### src/rtl/mvmul_engine.sv
// rtl/mvmul_engine.sv - runtime-sized matrix-vector multiply (y = A*x or y += A*x) over a shared 3R/1W RAM
module mvmul_engine #(
    parameter int WIDTH      = 32,
    parameter int ADDR_WIDTH = 5,
    parameter int DIM_WIDTH  = 4
) (
    input  logic                  clk,
    input  logic                  rst,
    input  logic                  start,
    input  logic [DIM_WIDTH-1:0]  rows,
    input  logic [DIM_WIDTH-1:0]  cols,
    input  logic [ADDR_WIDTH-1:0] a_base,
    input  logic [ADDR_WIDTH-1:0] x_base,
    input  logic [ADDR_WIDTH-1:0] y_base,
    input  logic                  accumulate,
    output logic                  busy,
    output logic                  done,
    output logic [ADDR_WIDTH-1:0] ram_raddr_0,
    input  logic [WIDTH-1:0]      ram_rdata_0,
    output logic [ADDR_WIDTH-1:0] ram_raddr_1,
    input  logic [WIDTH-1:0]      ram_rdata_1,
    output logic [ADDR_WIDTH-1:0] ram_raddr_2,
    input  logic [WIDTH-1:0]      ram_rdata_2,
    output logic [ADDR_WIDTH-1:0] ram_waddr_0,
    output logic [WIDTH-1:0]      ram_wdata_0,
    output logic                  ram_wen_0
);

    typedef enum logic [1:0] {
        S_IDLE,
        S_MAC,
        S_WRITE,
        S_DONE
    } state_t;

    localparam logic [DIM_WIDTH-1:0] DIM_ONE  = DIM_WIDTH'(1);
    localparam logic [DIM_WIDTH-1:0] DIM_ZERO = '0;

    state_t                state_q, state_d;
    logic [DIM_WIDTH-1:0]  rows_q, rows_d;
    logic [DIM_WIDTH-1:0]  cols_q, cols_d;
    logic [ADDR_WIDTH-1:0] x_base_q, x_base_d;
    logic [ADDR_WIDTH-1:0] y_base_q, y_base_d;
    logic                  acc_mode_q, acc_mode_d;
    logic [WIDTH-1:0]      acc_q, acc_d;
    logic [DIM_WIDTH-1:0]  i_q, i_d;
    logic [DIM_WIDTH-1:0]  j_q, j_d;
    logic [ADDR_WIDTH-1:0] row_base_q, row_base_d;

    always_ff @(posedge clk) begin
        if (rst) begin
            state_q    <= S_IDLE;
            rows_q     <= '0;
            cols_q     <= '0;
            x_base_q   <= '0;
            y_base_q   <= '0;
            acc_mode_q <= 1'b0;
            acc_q      <= '0;
            i_q        <= '0;
            j_q        <= '0;
            row_base_q <= '0;
        end else begin
            state_q    <= state_d;
            rows_q     <= rows_d;
            cols_q     <= cols_d;
            x_base_q   <= x_base_d;
            y_base_q   <= y_base_d;
            acc_mode_q <= acc_mode_d;
            acc_q      <= acc_d;
            i_q        <= i_d;
            j_q        <= j_d;
            row_base_q <= row_base_d;
        end
    end

    always_comb begin
        state_d     = state_q;
        rows_d      = rows_q;
        cols_d      = cols_q;
        x_base_d    = x_base_q;
        y_base_d    = y_base_q;
        acc_mode_d  = acc_mode_q;
        acc_d       = acc_q;
        i_d         = i_q;
        j_d         = j_q;
        row_base_d  = row_base_q;
        busy        = (state_q != S_IDLE);
        done        = 1'b0;
        ram_raddr_0 = '0;
        ram_raddr_1 = '0;
        ram_raddr_2 = '0;
        ram_waddr_0 = '0;
        ram_wdata_0 = '0;
        ram_wen_0   = 1'b0;

        case (state_q)
            S_IDLE: begin
                if (start) begin
                    rows_d     = rows;
                    cols_d     = cols;
                    x_base_d   = x_base;
                    y_base_d   = y_base;
                    acc_mode_d = accumulate;
                    acc_d      = '0;
                    i_d        = '0;
                    j_d        = '0;
                    row_base_d = a_base;
                    if (rows == DIM_ZERO) begin
                        state_d = S_DONE;
                    end else if (cols == DIM_ZERO) begin
                        state_d = S_WRITE;
                    end else begin
                        state_d = S_MAC;
                    end
                end
            end

            S_MAC: begin
                ram_raddr_0 = row_base_q + ADDR_WIDTH'(j_q);
                ram_raddr_1 = x_base_q + ADDR_WIDTH'(j_q);
                acc_d       = acc_q + ram_rdata_0 * ram_rdata_1;
                if (j_q == cols_q - DIM_ONE) begin
                    state_d = S_WRITE;
                end else begin
                    j_d = j_q + DIM_ONE;
                end
            end

            S_WRITE: begin
                // Old y is read combinationally in the same cycle it is overwritten.
                ram_raddr_2 = y_base_q + ADDR_WIDTH'(i_q);
                ram_waddr_0 = y_base_q + ADDR_WIDTH'(i_q);
                ram_wen_0   = 1'b1;
                ram_wdata_0 = acc_mode_q ? (acc_q + ram_rdata_2) : acc_q;
                acc_d       = '0;
                j_d         = '0;
                row_base_d  = row_base_q + ADDR_WIDTH'(cols_q);
                i_d         = i_q + DIM_ONE;
                if (i_q == rows_q - DIM_ONE) begin
                    state_d = S_DONE;
                end else if (cols_q == DIM_ZERO) begin
                    state_d = S_WRITE;
                end else begin
                    state_d = S_MAC;
                end
            end

            S_DONE: begin
                done    = 1'b1;
                state_d = S_IDLE;
            end

            default: begin
                state_d = S_IDLE;
            end
        endcase
    end

endmodule

### config.mk
export PLATFORM = sky130hd
export DESIGN_NAME = mvmul_engine
export DESIGN_NICKNAME = d
export VERILOG_FILES = /design/src/rtl/mvmul_engine.sv
export SDC_FILE = /design/constraint.sdc
export NUM_CORES = 2
export LEC_CHECK = 0
export ABC_AREA = 0
export BUFFER_PORTS_ARGS = -buffer_cell sky130_fd_sc_hd__buf_2
export CAP_MARGIN = 20
export CORE_MARGIN = 2
export CORE_UTILIZATION = 50
export CTS_CLUSTER_DIAMETER = 60
export DETAILED_ROUTE_END_ITERATION = 8
export PLACE_DENSITY = 0.68
export SLEW_MARGIN = 20
export SYNTH_ARGS = -nofsm -noshare
export SYNTH_HDL_FRONTEND = slang
export SYNTH_SLANG_ARGS = --single-unit
export TNS_END_PERCENT = 50
### constraint.sdc
create_clock -name clk -period 9.05 [get_ports clk]
set_input_delay 0.4525 -clock clk [delete_from_list [all_inputs] [get_ports clk]]
set_output_delay 0.4525 -clock clk [all_outputs]
set_load 0.01 [all_outputs]
After elaboration in Yosys (flattened, before gate mapping)
Index checks and enable logic that the tools add are counted.
Storage, ports and cells
  register bits after elaboration: 66
  input bits: 123
  word-level logic and storage cells: 63
Cells by class
  $mul: 1
  equality and inequality tests: 8
  mux-type cells: 22
  reduce and logical (&&, ||, !) cells: 12
  add/sub/neg operators: 10
Operator list (count)
  $mux 32: 3
  $pmux 32 s3: 1
  $add 32x32->32: 2
  $mul 32x32->32: 1
  $add 5x4->5: 4
  $mux 5: 4
  $logic_not 4->1: 3
  $mux 2: 6
  $pmux 4 s3: 1
  $pmux 5 s2: 1
  $add 4x1->4 const B: 2
  $eq 4x4->1: 2
  $mux 4: 2
  $pmux 2 s4: 1
  $pmux 4 s2: 1
  $reduce_and 2->1: 4
  $sub 4x1->4 const B: 2
  $ne 2x2->1 const B: 3
  $eq 2x2->1 const B: 2
  $reduce_bool 2->1: 2
  $reduce_and 3->1: 1
  $reduce_bool 3->1: 1
  $eq 2x1->1 const B: 1
  $logic_not 2->1: 1
  $mux 1: 2

Depth between registers and ports, before layout
  depth in word-level cells: 5
  mapped depth: 30
  gate-level depth less buffers: 28

Least setup slack after synthesis
OpenSTA, ideal clock, no wires.
  kind: input to register
  from: input ram_rdata_0[12]
  to: register acc_q[27]
  setup time: 0.117 ns
  cell stages on the path: 27
  required time: 8.933 ns
  path slack: 2.041 ns
  arrival: 6.892 ns
  path through: clkbuf_1 > clkbuf_1 > and2_1 > fa_1 > fa_1 > fa_1 > inv_1 > fa_1 > inv_1 > fa_1 > inv_1 > fa_1 > inv_1 > fa_1 > inv_1 > fa_1 > inv_1 > ha_1 > a21oi_1 > o21bai_1 > a21o_1 > a21oi_1 > o21a_1 > o21ai_0 > a21o_1 > a211o_1 > a22o_1
Between the ends
  cells in the longest elaborated chain, start to end: 3
RTL lines
  start: declaration: RTL line 19  | input logic [WIDTH-1:0] ram_rdata_0,
  $mul 32x32->32: RTL line 121  | acc_d = acc_q + ram_rdata_0 * ram_rdata_1;
  $add 32x32->32: RTL line 121
  $pmux 32 s3: RTL line 96  | case (state_q)
  end signal: assignment: RTL line 58  | acc_q <= '0;
  end signal: assignment: RTL line 69  | acc_q <= acc_d;
  end: declaration: RTL line 45  | logic [WIDTH-1:0] acc_q, acc_d;
No other way between the ends.
A chain may end at the register's enable or synchronous reset.

Worst setup path after layout
  from: input ram_rdata_1[0]
  to: register acc_q[27]
Between the ends
  cells in the longest elaborated chain, start to end: 3
RTL lines
  start: declaration: RTL line 21  | input logic [WIDTH-1:0] ram_rdata_1,
  $mul 32x32->32: RTL line 121
  $add 32x32->32: RTL line 121
  $pmux 32 s3: RTL line 96
No other way between the ends.

==> results <==
- The run finished with clean final reports.
- The count of nets after finishing is 3340.
- In this design, the critical path's most frequently occurring cell is sky130_fd_sc_hd__fa_1.
- The root buffer cell is sky130_fd_sc_hd__clkbuf_16.
- The total via count in the routed design is 17300.
- The number of flops mapped to enable cells by yosys is 0.
- The final core utilization is 0.541.
- The detailed-routed wire length on met2 is 26.3 mm.
- The routed length on met3 is 4.99 mm.
- The post-synthesis async set-or-reset flop share is 0.
- The highest layer touched by signal routing is met5.
- The number of antenna violations at the first check in global routing is 3.
- In the final routed layout, each cell accounts on average for 18.5 um.
- The type of destination of the critical path is a flop.
- The vertical die dimension is 213 um.
- The x dimension of the die is 213 um.
- The total track usage is 0.274.
- The max-slew violation total from the final report is 0.
- Among all flip-flop cells after synthesis, the most frequent one is sky130_fd_sc_hd__dfxtp_1.
- The synthesized netlist occupies a cell area of 21800 um2.
- For this design the top-level I/O count stands at 178.
- The total of fill cells in the finished design is 3938.
- The wire length of the first global-routing pass is 97.0 mm.
- Synthesis produced a netlist whose cell count is 2527.
- After synthesis, the netlist uses 59 different library cells.
- The worst setup path is launched from an input port.
- Across the run, the number of max-cap violations was 0.
- The first TritonRoute pass finished after 8 iterations.
- The area overhead of the layout relative to synthesis is 6.72%.
- The initial core utilization is 0.507.
- The final hold violation count is 0.
- The number of gates resized after cts is 0.
- Each instance of the synthesized netlist takes up on average 8.65 um2.
- The worst path needs 7230 ps of the cycle, external delays included.
- For flop-to-flop paths, the worst setup slack is 2150 ps.
- The final count of negative-setup-slack endpoints is 0.
- The residual DRC count is 0.
- In this run the critical register-to-register path is launched from acc_q[22]$_SDFFE_PP0P_.
- In the routed layout, each cell is associated on average with a via count of 5.41.
- The final global-route overflow total is 0.
- Clock skew on the completed layout was measured at 8.28 ps.
- The flip-flop and latch count after synthesis is 66.
- The die covers 45400 um2.
- Detailed placement finished with a half-perimeter wire length of 48.1 mm.
- Routability-driven placement finished with a final weighted congestion of 0.899.
- The sequential share of the synthesized area is 0.0605.
- The depth of the worst hold-timing path is 3.
- The clock latency on the worst-skew pair is 350 ps.
- The met1 wire length is 26.9 mm.
- The count of H-tree levels built during CTS is 3.
- After the first detailed-routing iteration, the DRC count stood at 1048.
- The number of global-route vias before repair is 18300.
- The sink count of the clock tree is 66.
- The number of buffers inserted during clock tree synthesis is 9.
- The detail route stage leaves a number of antenna-violating nets equal to 0.
- Of all nets on the critical path, the largest fanout is 32.
- After floorplanning, the core was divided into 76 placement rows.
- The slew at the pin closest to its max-slew limit is 1060 ps.
- Leaving out fill and tap cells, the most frequent cells in the layout are 511 x sky130_fd_sc_hd__inv_1, 443 x sky130_fd_sc_hd__fa_1, 326 x sky130_fd_sc_hd__and2_1, 287 x sky130_fd_sc_hd__nand2_1, 177 x sky130_fd_sc_hd__buf_2.
- For this run, the number of Yosys warnings is 0.
- Derived from the worst setup path, the maximum achievable clock frequency is 0.138 GHz.
- Clock-pin slew was measured on the worst setup and hold paths at 60 ps.
- The maximum number of buffers from clock root to sink is 2.
- Entering global routing, the biggest net connects 58 pins.
- For the worst setup path, the data required time is 9290 ps.
- Setup repair after global routing left no endpoint under its margin.
- The cell with the largest stage delay on the worst path is sky130_fd_sc_hd__buf_2.
- The worst hold path begins at x_base[1].
- The type of the worst setup path is input port to flop.
- For this block, the routed nets add up to 58.9 mm of wire.
- The net count of the mapped netlist is 3269.
- The share of final-layout standard cells stronger than drive strength 1 is 0.0799.
- The min-delay analysis places its worst path in the category input port to flop.
- After clock tree synthesis, the flow added hold-fix buffers numbering 0.
- The share of the clock period used by the worst path after layout is 0.799.
- The capturing point of the worst reg2reg path is acc_q[27]$_SDFFE_PP0P_.
- The number of post-CTS setup repair buffers is 0.
- The endpoint of the worst hold-timing path is x_base_q[1]$_SDFFE_PP0P_.
- The library cell used most frequently in the layout, excluding fill and tap cells, is sky130_fd_sc_hd__inv_1.
- In this design, the stage delay of the slowest critical-path cell is 540 ps.
- The number of cell instances on the worst register-to-register path is 23.
- The TritonCTS clock tree is yes.
- At the worst endpoint, the arrival time is 7470 ps.
- The worst pin sits at a relative slew slack of 0.294.
- The sum of negative setup slack is 0 ps.
- On the final layout, the worst hold slack is 339 ps.
- In this run the tool buffered the top-level ports with 177 buffer cells.
- The total area inside the core boundary comes to 43100 um2.
per-stage QoR:
step | instance area (um2) | std cells | setup slack, ps
floorplan | 21800 | 2527 | 2040
global placement | 23000 | 3172 | 1620
detailed placement | 23000 | 3172 | 1490
CTS | 23300 | 3188 | 1840
global route | 23300 | 3190 | 1530
finish | 23300 | 3190 | 1820
synthesized netlist by cell type (all sizes together) (2+ instances only):
library cell	instances	share of area
a22oi	18	0.0062
nor4	7	0.0020
xor2	35	0.014
nor2b	14	0.0040
a32oi	2	0.00080
o21ai	33	0.0076
a211oi	12	0.0044
o21a	10	0.0034
a21o	33	0.011
a21oi	92	0.021
nand2b	11	0.0031
o31a	2	0.00080
nand3	18	0.0041
o21bai	6	0.0021
or3	8	0.0023
a22o	12	0.0048
a31oi	4	0.0011
mux2i	15	0.0069
a311o	4	0.0018
a2111oi	4	0.0016
nand2	287	0.049
and4	3	0.0012
or2	3	0.00086
ha	176	0.10
clkbuf	115	0.020
o31ai	5	0.0017
nor2	93	0.016
o311ai	2	0.0016
fa	443	0.41
buf	9	0.0024
nor3	16	0.0037
nand4	5	0.0014
a221o	2	0.00092
dfxtp	66	0.060
xnor2	92	0.037
and2	327	0.094
a32o	2	0.00092
and3	7	0.0020
a221oi	3	0.0012
inv	511	0.088
o211ai	2	0.00069
a211o	5	0.0020
area by class of cell:
class | instances | area [um2] | area share
diodes | 2 | 5.00 | 0.000215
clock buffers | 10 | 229 | 0.00982
clock inverters | 6 | 42.5 | 0.00182
inverters | 511 | 1920 | 0.0823
multi-input cells | 1826 | 18100 | 0.778
flip-flops and latches | 66 | 1320 | 0.0567
well taps | 585 | 732 | 0.0314
repair buffers | 184 | 938 | 0.0402
flip-flops by register name, indices dropped and copies added (netlist names):
| signal | flops |
|---|---|
| acc_mode_q | 1 |
| acc_q | 32 |
| cols_q | 4 |
| i_q | 4 |
| j_q | 4 |
| row_base_q | 5 |
| rows_q | 4 |
| state_q | 2 |
| x_base_q | 5 |
| y_base_q | 5 |
worst max-delay path, delay by kind of cell:
kind	cells	cell delay (ps)
compound gates	9	1510
fa+ha+maj	9	4370
buf+inv	7	870
simple gates	1	250
worst max path at each step:
| stage | cells past startpoint | from | endpoint | slack [ps] |
|---|---|---|---|---|
| finish | 26 | ram_rdata_1[0] | acc_q[27]$_SDFFE_PP0P_ | 1820 |
| global route | 25 | ram_rdata_1[0] | acc_q[24]$_SDFFE_PP0P_ | 1530 |
| CTS | 26 | ram_rdata_1[0] | acc_q[27]$_SDFFE_PP0P_ | 1840 |
| detailed placement | 26 | ram_rdata_1[0] | acc_q[27]$_SDFFE_PP0P_ | 1490 |
| global placement | 26 | ram_rdata_1[0] | acc_q[27]$_SDFFE_PP0P_ | 1620 |
| floorplan | 27 | ram_rdata_0[12] | acc_q[27]$_SDFFE_PP0P_ | 2040 |
logic make-up after synthesis:
kind of cell	after synthesis	share of synthesized area
simple gates	801	0.184
fa+ha+maj	619	0.507
buf+inv	635	0.110
compound gates	264	0.0807
mux	15	0.00687
flops	66	0.0605
xor+xnor	127	0.0509
metal layers:
| metal | track usage | vias to the layer above |
|---|---|---|
| met3 | 0.0519 | 56 |
| met1 | 0.405 | 8736 |
| met5 | 0 | - |
| met4 | 0.0412 | 2 |
| met2 | 0.426 | 681 |
| li1 | - | 7787 |
Power is left out: the tool's default activity adds up to more than one toggle a clock period on the data nets, which glitch-free logic cannot reach.
